===== config.mk =====
export PLATFORM = sky130hd
export DESIGN_NAME = bubble_pipe_ctrl
export DESIGN_NICKNAME = d
export VERILOG_FILES = /design/src/rtl/bubble_pipe_ctrl.sv
export SDC_FILE = /design/constraint.sdc
export NUM_CORES = 1
export LEC_CHECK = 0
export BUFFER_PORTS_ARGS = -buffer_cell sky130_fd_sc_hd__buf_4
export CORE_ASPECT_RATIO = 1.5
export CORE_UTILIZATION = 45
export CTS_CLUSTER_DIAMETER = 150
export DETAILED_ROUTE_END_ITERATION = 8
export GPL_ROUTABILITY_DRIVEN = 0
export PLACE_DENSITY_LB_ADDON = 0.12
export SLEW_MARGIN = 20
export SYNTH_ARGS = -nofsm -noshare
export SYNTH_HDL_FRONTEND = slang
export SYNTH_SLANG_ARGS = --single-unit
export TNS_END_PERCENT = 5

===== constraint.sdc =====
create_clock -name clk -period 2.8 [get_ports clk]
set_input_delay 0.56 -clock clk [delete_from_list [all_inputs] [get_ports clk]]
set_output_delay 0.56 -clock clk [all_outputs]
set_load 0.02 [all_outputs]

===== src/rtl/bubble_pipe_ctrl.sv =====
// bubble_pipe_ctrl: in-order pipeline control. It has a fetch FSM with a
// one-entry skid hold, a data-access FSM that freezes the pipe while a memory
// op is outstanding, branch-redirect squashing and a saturating stall counter.
module bubble_pipe_ctrl #(
  parameter int STAGES         = 5,
  parameter int MEM_STAGE      = 3,
  parameter int REDIRECT_STAGE = 4
) (
  input  logic              clk,
  input  logic              reset,
  input  logic              imem_resp,
  input  logic              dmem_resp,
  input  logic              dmem_retry,
  input  logic              dmem_req,
  input  logic              redirect,
  output logic [STAGES-2:0] load_stage,
  output logic [STAGES-1:0] valid,
  output logic              imem_action_cyc,
  output logic              imem_action_stb,
  output logic              dmem_action_cyc,
  output logic              dmem_action_stb,
  output logic              fetch_buf_load,
  output logic              fetch_buf_sel,
  output logic [15:0]       stall_cycles
);

  typedef enum logic [1:0] {F_IDLE, F_REQ, F_HOLD} fstate_t;
  typedef enum logic [1:0] {D_IDLE, D_REQ, D_RETRY} dstate_t;

  fstate_t             r_fstate, w_fstate_nxt;
  dstate_t             r_dstate, w_dstate_nxt;
  logic                r_drop, w_drop_nxt;
  logic [STAGES-1:1]   r_valid, w_valid_nxt;
  logic [15:0]         r_stall, w_stall_nxt;

  logic                w_valid0;
  logic                w_frozen;
  logic                w_redir_eff;
  logic                w_fbuf_load;

  // Hazard terms: fetch output usability, memory freeze, accepted redirect
  always_comb begin
    w_valid0    = ((r_fstate == F_REQ) && imem_resp && !r_drop) || (r_fstate == F_HOLD);
    w_frozen    = r_valid[MEM_STAGE] && dmem_req && !((r_dstate == D_REQ) && dmem_resp);
    w_redir_eff = redirect && r_valid[REDIRECT_STAGE] && !w_frozen;
  end

  // Fetch FSM next state; a response arriving during a freeze is parked in the skid register
  always_comb begin
    w_fstate_nxt = r_fstate;
    w_drop_nxt   = r_drop;
    w_fbuf_load  = 1'b0;
    case (r_fstate)
      F_IDLE: w_fstate_nxt = F_REQ;
      F_REQ: begin
        if (imem_resp) begin
          if (r_drop) begin
            // response belongs to the squashed path
            w_drop_nxt = 1'b0;
          end else if (w_frozen) begin
            w_fbuf_load  = 1'b1;
            w_fstate_nxt = F_HOLD;
          end
        end else if (w_redir_eff) begin
          // outstanding fetch is now on the wrong path
          w_drop_nxt = 1'b1;
        end
      end
      F_HOLD: begin
        if (w_redir_eff || !w_frozen) w_fstate_nxt = F_REQ;
      end
      default: w_fstate_nxt = F_IDLE;
    endcase
  end

  // Data FSM next state; a response beats a simultaneous retry
  always_comb begin
    w_dstate_nxt = r_dstate;
    case (r_dstate)
      D_IDLE:  if (r_valid[MEM_STAGE] && dmem_req) w_dstate_nxt = D_REQ;
      D_REQ: begin
        if (dmem_resp)       w_dstate_nxt = D_IDLE;
        else if (dmem_retry) w_dstate_nxt = D_RETRY;
      end
      D_RETRY: w_dstate_nxt = D_REQ;
      default: w_dstate_nxt = D_IDLE;
    endcase
  end

  // Valid shift with redirect squash of the younger stages; everything holds while frozen
  always_comb begin
    w_valid_nxt = r_valid;
    if (!w_frozen) begin
      for (int i = 2; i < STAGES; i++) begin
        w_valid_nxt[i] = r_valid[i-1];
      end
      w_valid_nxt[1] = w_valid0 && !w_redir_eff;
      if (w_redir_eff) begin
        for (int i = 1; i <= REDIRECT_STAGE; i++) begin
          w_valid_nxt[i] = 1'b0;
        end
      end
    end
  end

  // Saturating stall counter
  always_comb begin
    w_stall_nxt = r_stall;
    if ((w_frozen || !w_valid0) && (r_stall != 16'hFFFF)) w_stall_nxt = r_stall + 16'd1;
  end

  // Control state registers
  always_ff @(posedge clk) begin
    if (reset) begin
      r_fstate <= F_IDLE;
      r_dstate <= D_IDLE;
      r_drop   <= 1'b0;
      r_valid  <= '0;
      r_stall  <= 16'd0;
    end else begin
      r_fstate <= w_fstate_nxt;
      r_dstate <= w_dstate_nxt;
      r_drop   <= w_drop_nxt;
      r_valid  <= w_valid_nxt;
      r_stall  <= w_stall_nxt;
    end
  end

  // Outputs are forced quiet for the whole time reset is asserted
  always_comb begin
    valid           = reset ? '0 : {r_valid, w_valid0};
    load_stage      = (reset || w_frozen) ? '0 : '1;
    imem_action_cyc = !reset && (r_fstate == F_REQ);
    imem_action_stb = !reset && (r_fstate == F_REQ);
    dmem_action_cyc = !reset && (r_dstate != D_IDLE);
    dmem_action_stb = !reset && (r_dstate == D_REQ);
    fetch_buf_load  = !reset && w_fbuf_load;
    fetch_buf_sel   = !reset && (r_fstate == F_HOLD);
    stall_cycles    = reset ? 16'd0 : r_stall;
  end

endmodule

== After elaboration in Yosys (flattened, before gate mapping) ==
Cells that the tools add are included.

* Equal/unequal tests: 11
* Multiplexer cells: 19
* Reductions and logical operators: 31
* $add $sub $neg: 1

{| class="wikitable"
|+ Operator list
! kind !! count
|-
| 16-bit by 1-bit adder with 16-bit output, second input constant || 1
|-
| 16-bit 2-to-1 mux || 1
|-
| 16-bit inequality test, second input constant || 1
|-
| 1-bit logical AND || 14
|-
| 2-bit 2-to-1 mux || 7
|-
| 2-bit case mux with 3 select lines || 2
|-
| 4-bit 2-to-1 mux || 2
|-
| 2-bit inequality test, second input constant || 4
|-
| 1-bit zero test || 6
|-
| 1-bit 2-to-1 mux || 6
|-
| 5-bit 2-to-1 mux || 1
|-
| 2-bit by 1-bit equality test with 1-bit output, second input constant || 2
|-
| 2-bit equality test, second input constant || 2
|-
| 2-bit zero test || 2
|-
| 1-bit logical OR || 4
|-
| 2-bit AND reduction || 2
|-
| 4-bit AND reduction || 1
|-
| 2-bit nonzero test || 2
|-
| 3-bit inequality test, second input constant || 1
|-
| 2-bit by 1-bit inequality test with 1-bit output, second input constant || 1
|}

* Register bits: 25
* Output and inout port bits: 31
* Logic and storage cells: 67

== Depth between registers and ports, before layout ==
Gate-level depths: netlist of run 1.

* Word-level depth: 9
* Gate-level depth with buffers: 6
* Gate-level depth less buffers: 6

== Worst setup path after synthesis of run 1 ==
No wires, ideal clock.

* Kind: input -> output
* Start: in reset
* End: out load_stage[1]
* Path slack: 0.442 ns
* Arrival time: 1.798 ns
* Stages: 5
* Data required time: 2.240 ns
* Path buffers: 4
* Cell sequence: clkbuf_1 > clkbuf_1 > clkbuf_1 > nor2_1 > buf_4

* Cells in the longest elaborated chain, start to end: 2

{| class="wikitable"
|+ RTL lines
! item !! line !! text
|-
| start, declared || 10 || <nowiki>input logic reset,</nowiki>
|-
| 1-bit logical OR || 132 || <nowiki>load_stage = (reset || w_frozen) ? '0 : '1;</nowiki>
|-
| 4-bit 2-to-1 mux || 132 ||
|-
| end, declared || 16 || <nowiki>output logic [STAGES-2:0] load_stage,</nowiki>
|}

No other way between the ends.

== Worst setup path after layout of run 1 ==
* Start: reg r_stall[0]
* End: reg r_stall[11]

* Cells in the longest elaborated chain, start to end: 2

{| class="wikitable"
|+ RTL lines
! item !! line !! text
|-
| start, declared || 34 || <nowiki>logic [15:0] r_stall, w_stall_nxt;</nowiki>
|-
| start signal, assigned || 125 || <nowiki>r_stall <= w_stall_nxt;</nowiki>
|-
| parallel branches: the longest is 2 deep, another holds 16-bit by 1-bit adder with 16-bit output || -- ||
|}

Several ways; the timed one is not identified.
A chain may end at the register's enable or synchronous reset.

==> results of run 1 <==
worst max-delay path by stage:
stage | end | slack [ns]
after floorplan | load_stage[1] | 0.44
after global placement | r_stall[6] | 0.72
after detailed placement | r_stall[6] | 0.62
after CTS | load_stage[3] | 0.73
after global routing | r_stall[11] | 0.57
final | r_stall[11] | 0.71
final cells by class:
cell class              count  share of cell area
flip-flops and latches     25               0.296
multi-input cells         127               0.474
inverters                   2             0.00444
clock buffers               3              0.0244
clock inverters             1             0.00296
well taps                  39              0.0289
repair buffers             38               0.169
metrics by stage:
step	instance area (µm²)	worst slack, ns	util	hold slack [ns]
2_1_floorplan	1370	0.442	-	0.441
3_3_place_gp	1640	0.723	0.564	0.452
3_5_place_dp	1640	0.617	0.564	0.475
4_1_cts	1690	0.726	0.580	0.456
5_1_grt	1690	0.573	0.580	0.448
6_report	1690	0.708	0.580	0.465
flip-flops by register name, summed over array words and instances (netlist names):
name,cells
r_fstate,2
r_drop,1
r_valid,4
r_dstate,2
r_stall,16
power by group:
| group | leakage [µW] | internal, µW | switching (µW) |
|---|---|---|---|
| clock network | 0.0000255 | 99.6 | 114 |
| registers | 0.000203 | 363 | 8.36 |
| logic | 0.000473 | 32.2 | 43.3 |
layer usage:
layer,global-route usage,vias up
li1,-,625
met1,0.237,565
met2,0.336,34
met3,0.0234,4
met4,0.0857,0
met5,0,-
Yosys cell counts, types with 2 or more instances:
cell	count	share of area
nand3b_1	2	0.011
xor2_1	2	0.013
and3_1	2	0.0091
nor2_1	30	0.082
nor4_1	4	0.018
mux2_1	5	0.041
nand2_1	11	0.030
nor3_1	4	0.015
nand4_1	3	0.014
nand4_2	2	0.018
a22oi_1	2	0.011
xnor2_1	5	0.032
buf_4	4	0.022
a21oi_1	4	0.015
and2_1	3	0.014
inv_1	2	0.0055
nand3_1	5	0.018
nor4_4	2	0.031
a211oi_1	2	0.011
dfxtp_1	25	0.37
clkbuf_1	5	0.014
nand2b_1	2	0.0091
nor2b_1	21	0.096
kinds of logic after synthesis:
logic type | count (synthesis) | share of synthesized area
DFF | 25 | 0.366
and+or+nand+nor | 99 | 0.416
xor gates and xnor gates | 7 | 0.0448
AOI/OAI and AO/OA | 15 | 0.0750
muxes | 5 | 0.0412
adders and majority gates | 1 | 0.00915
buffers and inverters | 13 | 0.0476
worst max-delay path: stages (launching register included):
cell and delay (ns):
dfxtp_1 0.42, ha_1 0.26, nand3_1 0.17, nor4_4 0.54, nor4_4 0.12, nand4_1 0.15
mux2_1 0.33
==> impl_metrics.env, run 1 <==
export IMPL_crit_path_start_kind="flop"
export IMPL_ys_ff_latch=25
export IMPL_dp_cells=231
export IMPL_cts_sinks=25
export IMPL_avgViaCountPerCell=5.23
export IMPL_clockRootBuffer="clkbuf_8"
export IMPL_grt_max_degree=52
export IMPL_reg2reg_from="r_stall[0]"
export IMPL_async_reset_ff_frac=0
export IMPL_hold_path_class="in -> reg"
export IMPL_cap_viol_max_count=0
export IMPL_end_kind="flop"
export IMPL_critical_path_arrival_ns=2.25
export IMPL_firstDrtPassIters=4
export IMPL_rsz0062_at_grt="false"
export IMPL_fin_cells=235
export IMPL_grt_use_total=0.199
export IMPL_core_um2=2910
export IMPL_rr_worst_depth=6
export IMPL_finalClockSkew_ns=0.00118
export IMPL_drt_iter0_drc=29
export IMPL_yosysSeqAreaShare=0.366
export IMPL_whs_endpoint="r_dstate[1]"
export IMPL_ctsResizeCount=0
export IMPL_hold_start="dmem_resp"
export IMPL_timing_slew_headroom=0.652
export IMPL_grt_antenna_before_repair=0
export IMPL_critPathKind="reg -> reg"
export IMPL_grt_pass1_vias=1120
export IMPL_dr_wl_met3_um=91
export IMPL_synth_edf_count=0
export IMPL_powerDensity_nw_per_um2=391
export IMPL_syn_area_per_cell_um2=8.29
export IMPL_fin_crit_ns=2.09
export IMPL_reg2reg_to="r_stall[11]"
export IMPL_timing_setup_tns_ns=0
export IMPL_cts_hold_buf=0
export IMPL_final_nets=205
export IMPL_nFillCells=294
export IMPL_routed_via_count=1228
export IMPL_clk_pin_slew_ns=0.09
export IMPL_start_util=0.470
export IMPL_setup_viol=0
export IMPL_ys_warn_count=0
export IMPL_rrSetupSlack_ns=0.71
export IMPL_fmax_mhz=478
export IMPL_cts_buffers=3
export IMPL_htree_levels=1
export IMPL_maxSlewViolCount=0
export IMPL_ys_types=41
export IMPL_clk_latency_ns=0.27
export IMPL_synthCells=165
export IMPL_wl_um=2900
export IMPL_required_ns=2.96
export IMPL_status="finished clean"
export IMPL_cts_buffer_depth=2
export IMPL_final_common_cell="buf_4"
export IMPL_p_leak_uw=0.000701
export IMPL_wl_met2_um=1540
export IMPL_portBuffers=37
export IMPL_io_pins=38
export IMPL_die_x_um=47.0
export IMPL_seq_area_um2=500
export IMPL_cts_tree="done"
export IMPL_syn_nets=173
export IMPL_hold_depth=2
export IMPL_routedWlPerCell_um=12.3
export IMPL_grt_ovfl_total=0
export IMPL_dr_max_layer_used="met4"
export IMPL_die_h_um=69.5
export IMPL_path_max_fanout=7
export IMPL_grt_first_pass_wirelength_um=4840
export IMPL_synthesis_area_um2=1370
export IMPL_most_common_layout_cells="buf_4, nor2_1, dfxtp_1"
export IMPL_drt_met1_wl_um=1230
export IMPL_final_layout_size_suffix_gt1_frac=0.245
export IMPL_core_rowCount=24
export IMPL_n_antenna_cell=0
export IMPL_fin_crit_sh=0.747
export IMPL_synthFlopType="dfxtp_1"
export IMPL_syn_to_final_growth_pct=23.6
export IMPL_dp_hpwl_um=2180
export IMPL_drc_errors=0
export IMPL_worst_pin_slew_ns=0.518
export IMPL_multi_input_area_um2=802
export IMPL_drt_antenna_violating_nets=0
export IMPL_cts_setup_buffers=0
export IMPL_crit_start="r_stall[0]"
export IMPL_power_ir_vdd_worst_v=0.000229
export IMPL_power_uw=660
export IMPL_final_hold_viol_count=0
export IMPL_dieArea_um2=3270
Note: power is estimated with default switching activity, not from simulation.
==> inputs of run 2 (changes only) <==
--- a/config.mk
+++ b/config.mk
@@ -5,6 +5,7 @@
 export SDC_FILE = /design/constraint.sdc
 export NUM_CORES = 1
 export LEC_CHECK = 0
+export ABC_AREA = 1
 export BUFFER_PORTS_ARGS = -buffer_cell sky130_fd_sc_hd__buf_4
 export CORE_ASPECT_RATIO = 1.5
 export CORE_UTILIZATION = 45
==> constraint.sdc (replaced) <==
create_clock -name clk -period 1.8 [get_ports clk]
set_input_delay 0.36 -clock clk [delete_from_list [all_inputs] [get_ports clk]]
set_output_delay 0.36 -clock clk [all_outputs]
set_load 0.02 [all_outputs]
==> impl_metrics.env, run 2 <==
export IMPL_status="finished clean"
export IMPL_grt_max_degree=29
export IMPL_worst_pin_slew_ns=0.311
export IMPL_most_common_layout_cells="nand2_1, nor2_1, buf_4"
export IMPL_top_register="r_stall"
export IMPL_synthesis_area_um2=1570
export IMPL_clk_pin_slew_ns=0.09
export IMPL_ys_types=23
export IMPL_grt_pass1_vias=1302
export IMPL_synth_area_top_cells="dfxtp_1, nand2_1, nor2_1"
export IMPL_grt_ovfl_total=0
export IMPL_timing_setup_tns_ns=0
export IMPL_reg2reg_from="r_stall[1]"
export IMPL_grt_use_total=0.185
export IMPL_routedWlPerCell_um=10.0
export IMPL_powerDensity_nw_per_um2=548
export IMPL_syn_nets=261
export IMPL_post_dp_cell_area_um2=1870
export IMPL_critPathKind="reg -> out"
export IMPL_clockRootBuffer="clkbuf_8"
export IMPL_syn_to_final_growth_pct=22.3
export IMPL_async_reset_ff_frac=0
export IMPL_synth_top_family_by_area="simple AND/OR/NAND/NOR gates"
export IMPL_routed_via_count=1542
export IMPL_crit_path_start_kind="flop"
export IMPL_synth_edf_count=0
export IMPL_required_ns=1.44
export IMPL_cts_setup_buffers=0
export IMPL_grt_first_pass_wirelength_um=5420
export IMPL_n_antenna_cell=0
export IMPL_synthCells=253
export IMPL_synth_mux_area_fraction=0
export IMPL_maxSlewViolCount=0
export IMPL_synthXorXnorAreaFrac=0.0334
export IMPL_hold_depth=2
export IMPL_finalClockSkew_ns=0.00195
export IMPL_final_layout_size_suffix_gt1_frac=0.253
export IMPL_reg2reg_to="r_stall[15]"
export IMPL_cts_tree="done"
export IMPL_hold_path_class="in -> reg"
export IMPL_whs_endpoint="r_drop"
export IMPL_firstDrtPassIters=3
export IMPL_hold_start="imem_resp"
export IMPL_synthFlopType="dfxtp_1"
export IMPL_dp_hpwl_um=2530
export IMPL_final_hold_viol_count=0
export IMPL_ys_warn_count=0
export IMPL_finish_instance_area_um2=1930
export IMPL_htree_levels=1
export IMPL_core_um2=3250
export IMPL_rrSetupSlack_ns=0.27
export IMPL_wl_um=3290
export IMPL_ctsResizeCount=1
export IMPL_fin_crit_sh=0.946
export IMPL_fin_crit_ns=1.70
export IMPL_critical_path_arrival_ns=1.34
export IMPL_final_nets=297
export IMPL_synthTopCellsByCount="nand2_1, nor2_1, inv_1"
export IMPL_avgViaCountPerCell=4.70
export IMPL_drt_iter0_drc=10
export IMPL_io_pins=38
export IMPL_power_ir_vdd_worst_v=0.000354
export IMPL_rsz0062_at_grt="false"
export IMPL_synth_top_cell_area_share=0.318
export IMPL_cts_hold_buf=0
export IMPL_clk_latency_ns=0.26
export IMPL_grt_antenna_before_repair=0
export IMPL_p_leak_uw=0.000842
export IMPL_die_x_um=50.3
export IMPL_end_kind="primary output"
export IMPL_start_util=0.484
export IMPL_ys_ff_latch=25
export IMPL_cts_buffers=3
export IMPL_timing_slew_headroom=0.793
export IMPL_yosys_area_top_type="dfxtp_1"
export IMPL_syn_area_per_cell_um2=6.22
export IMPL_dieArea_um2=3740
export IMPL_cts_buffer_depth=2
export IMPL_synthAdderAreaFrac=0.00795
export IMPL_yosysSeqAreaShare=0.318
export IMPL_drc_errors=0
export IMPL_core_rowCount=25
export IMPL_largest_reg_flops=16
export IMPL_drt_antenna_violating_nets=0
export IMPL_largestRegisters="r_stall x16, r_valid x4"
export IMPL_cap_viol_max_count=0
export IMPL_synth_simple_area_share=0.404
export IMPL_synth_compound_area_frac=0.107
export IMPL_portBuffers=37
export IMPL_setup_viol=0
export IMPL_cts_sinks=25
export IMPL_rr_worst_depth=9
export IMPL_fmax_mhz=587
export IMPL_final_common_cell="nand2_1"
export IMPL_post_synth_top_count_cell="nand2_1"
export IMPL_path_max_fanout=4
export IMPL_die_h_um=74.4
run 2: changes by cell type in the layout (fill, tap and decap cells not counted), sizes merged, moves of 3 or more:
cell | before | now
buf | 38 | 42
nor2 | 31 | 62
inv | 2 | 35
xnor2 | 5 | 0
nor4 | 6 | 0
a21oi | 4 | 17
nand3 | 6 | 10
nor2b | 21 | 0
nand2 | 11 | 69
xor2 | 2 | 6
mux2 | 5 | 0
o21ai | 2 | 7
and2 | 3 | 0
run 2: layer usage:
| metal | GRT usage | up-vias | wire [µm] |
|---|---|---|---|
| li1 | - | 842 | - |
| met1 | 0.209 | 669 | 1470 |
| met2 | 0.364 | 27 | 1690 |
| met3 | 0.0123 | 4 | 86 |
| met4 | 0.0556 | 0 | 36 |
| met5 | 0 | - | 0 |
run 2: final cells by class:
cell class	count	area [µm²]
multi-input cells	181	878
well taps	40	50.0
flip-flops and latches	25	500
fillers	361	1330
inverters	36	136
repair buffers	42	315
clock buffers	4	45.0
run 2: cells by family after synthesis:
logic type	after synthesis
adder cells (fa/ha/maj)	1
AO/OA/AOI/OAI	25
buffers and inverters	47
XOR/XNOR	6
flip-flops	25
AND/OR/NAND/NOR	149
run 2: metrics by stage:
stage	power, µW	util	hold WS, ns	worst slack, ns	cells
floorplan	688	-	0.429	0.00382	253
global placement	733	0.575	0.450	0.254	324
detailed placement	733	0.575	0.466	0.222	324
CTS	1060	0.590	0.258	0.0228	328
global route	1100	0.592	0.260	0.0138	328
finish	1060	0.592	0.262	0.0973	328
run 2: power breakdown:
group | switching [µW] | internal [µW]
logic | 90.6 | 55.0
clock network | 176 | 158
registers | 11.4 | 564
total | 278 | 778
run 2: critical path, cell delays in order, from the launching register on:
cell,delay (ns)
dfxtp_1,0.37
nor2_1,0.09
nand2_1,0.07
nand2_2,0.06
inv_2,0.09
nand2_1,0.08
nor3_1,0.15
buf_4,0.17
run 2: worst max path at each step:
stage,from,endpoint,slack [ns]
final,r_dstate[1],fetch_buf_load,0.1
after global placement,r_dstate[0],load_stage[1],0.25
after floorplan,r_dstate[0],load_stage[1],0.004
after detailed placement,r_dstate[0],load_stage[1],0.22
after CTS,r_dstate[0],load_stage[1],0.02
after global routing,r_dstate[0],load_stage[1],0.01
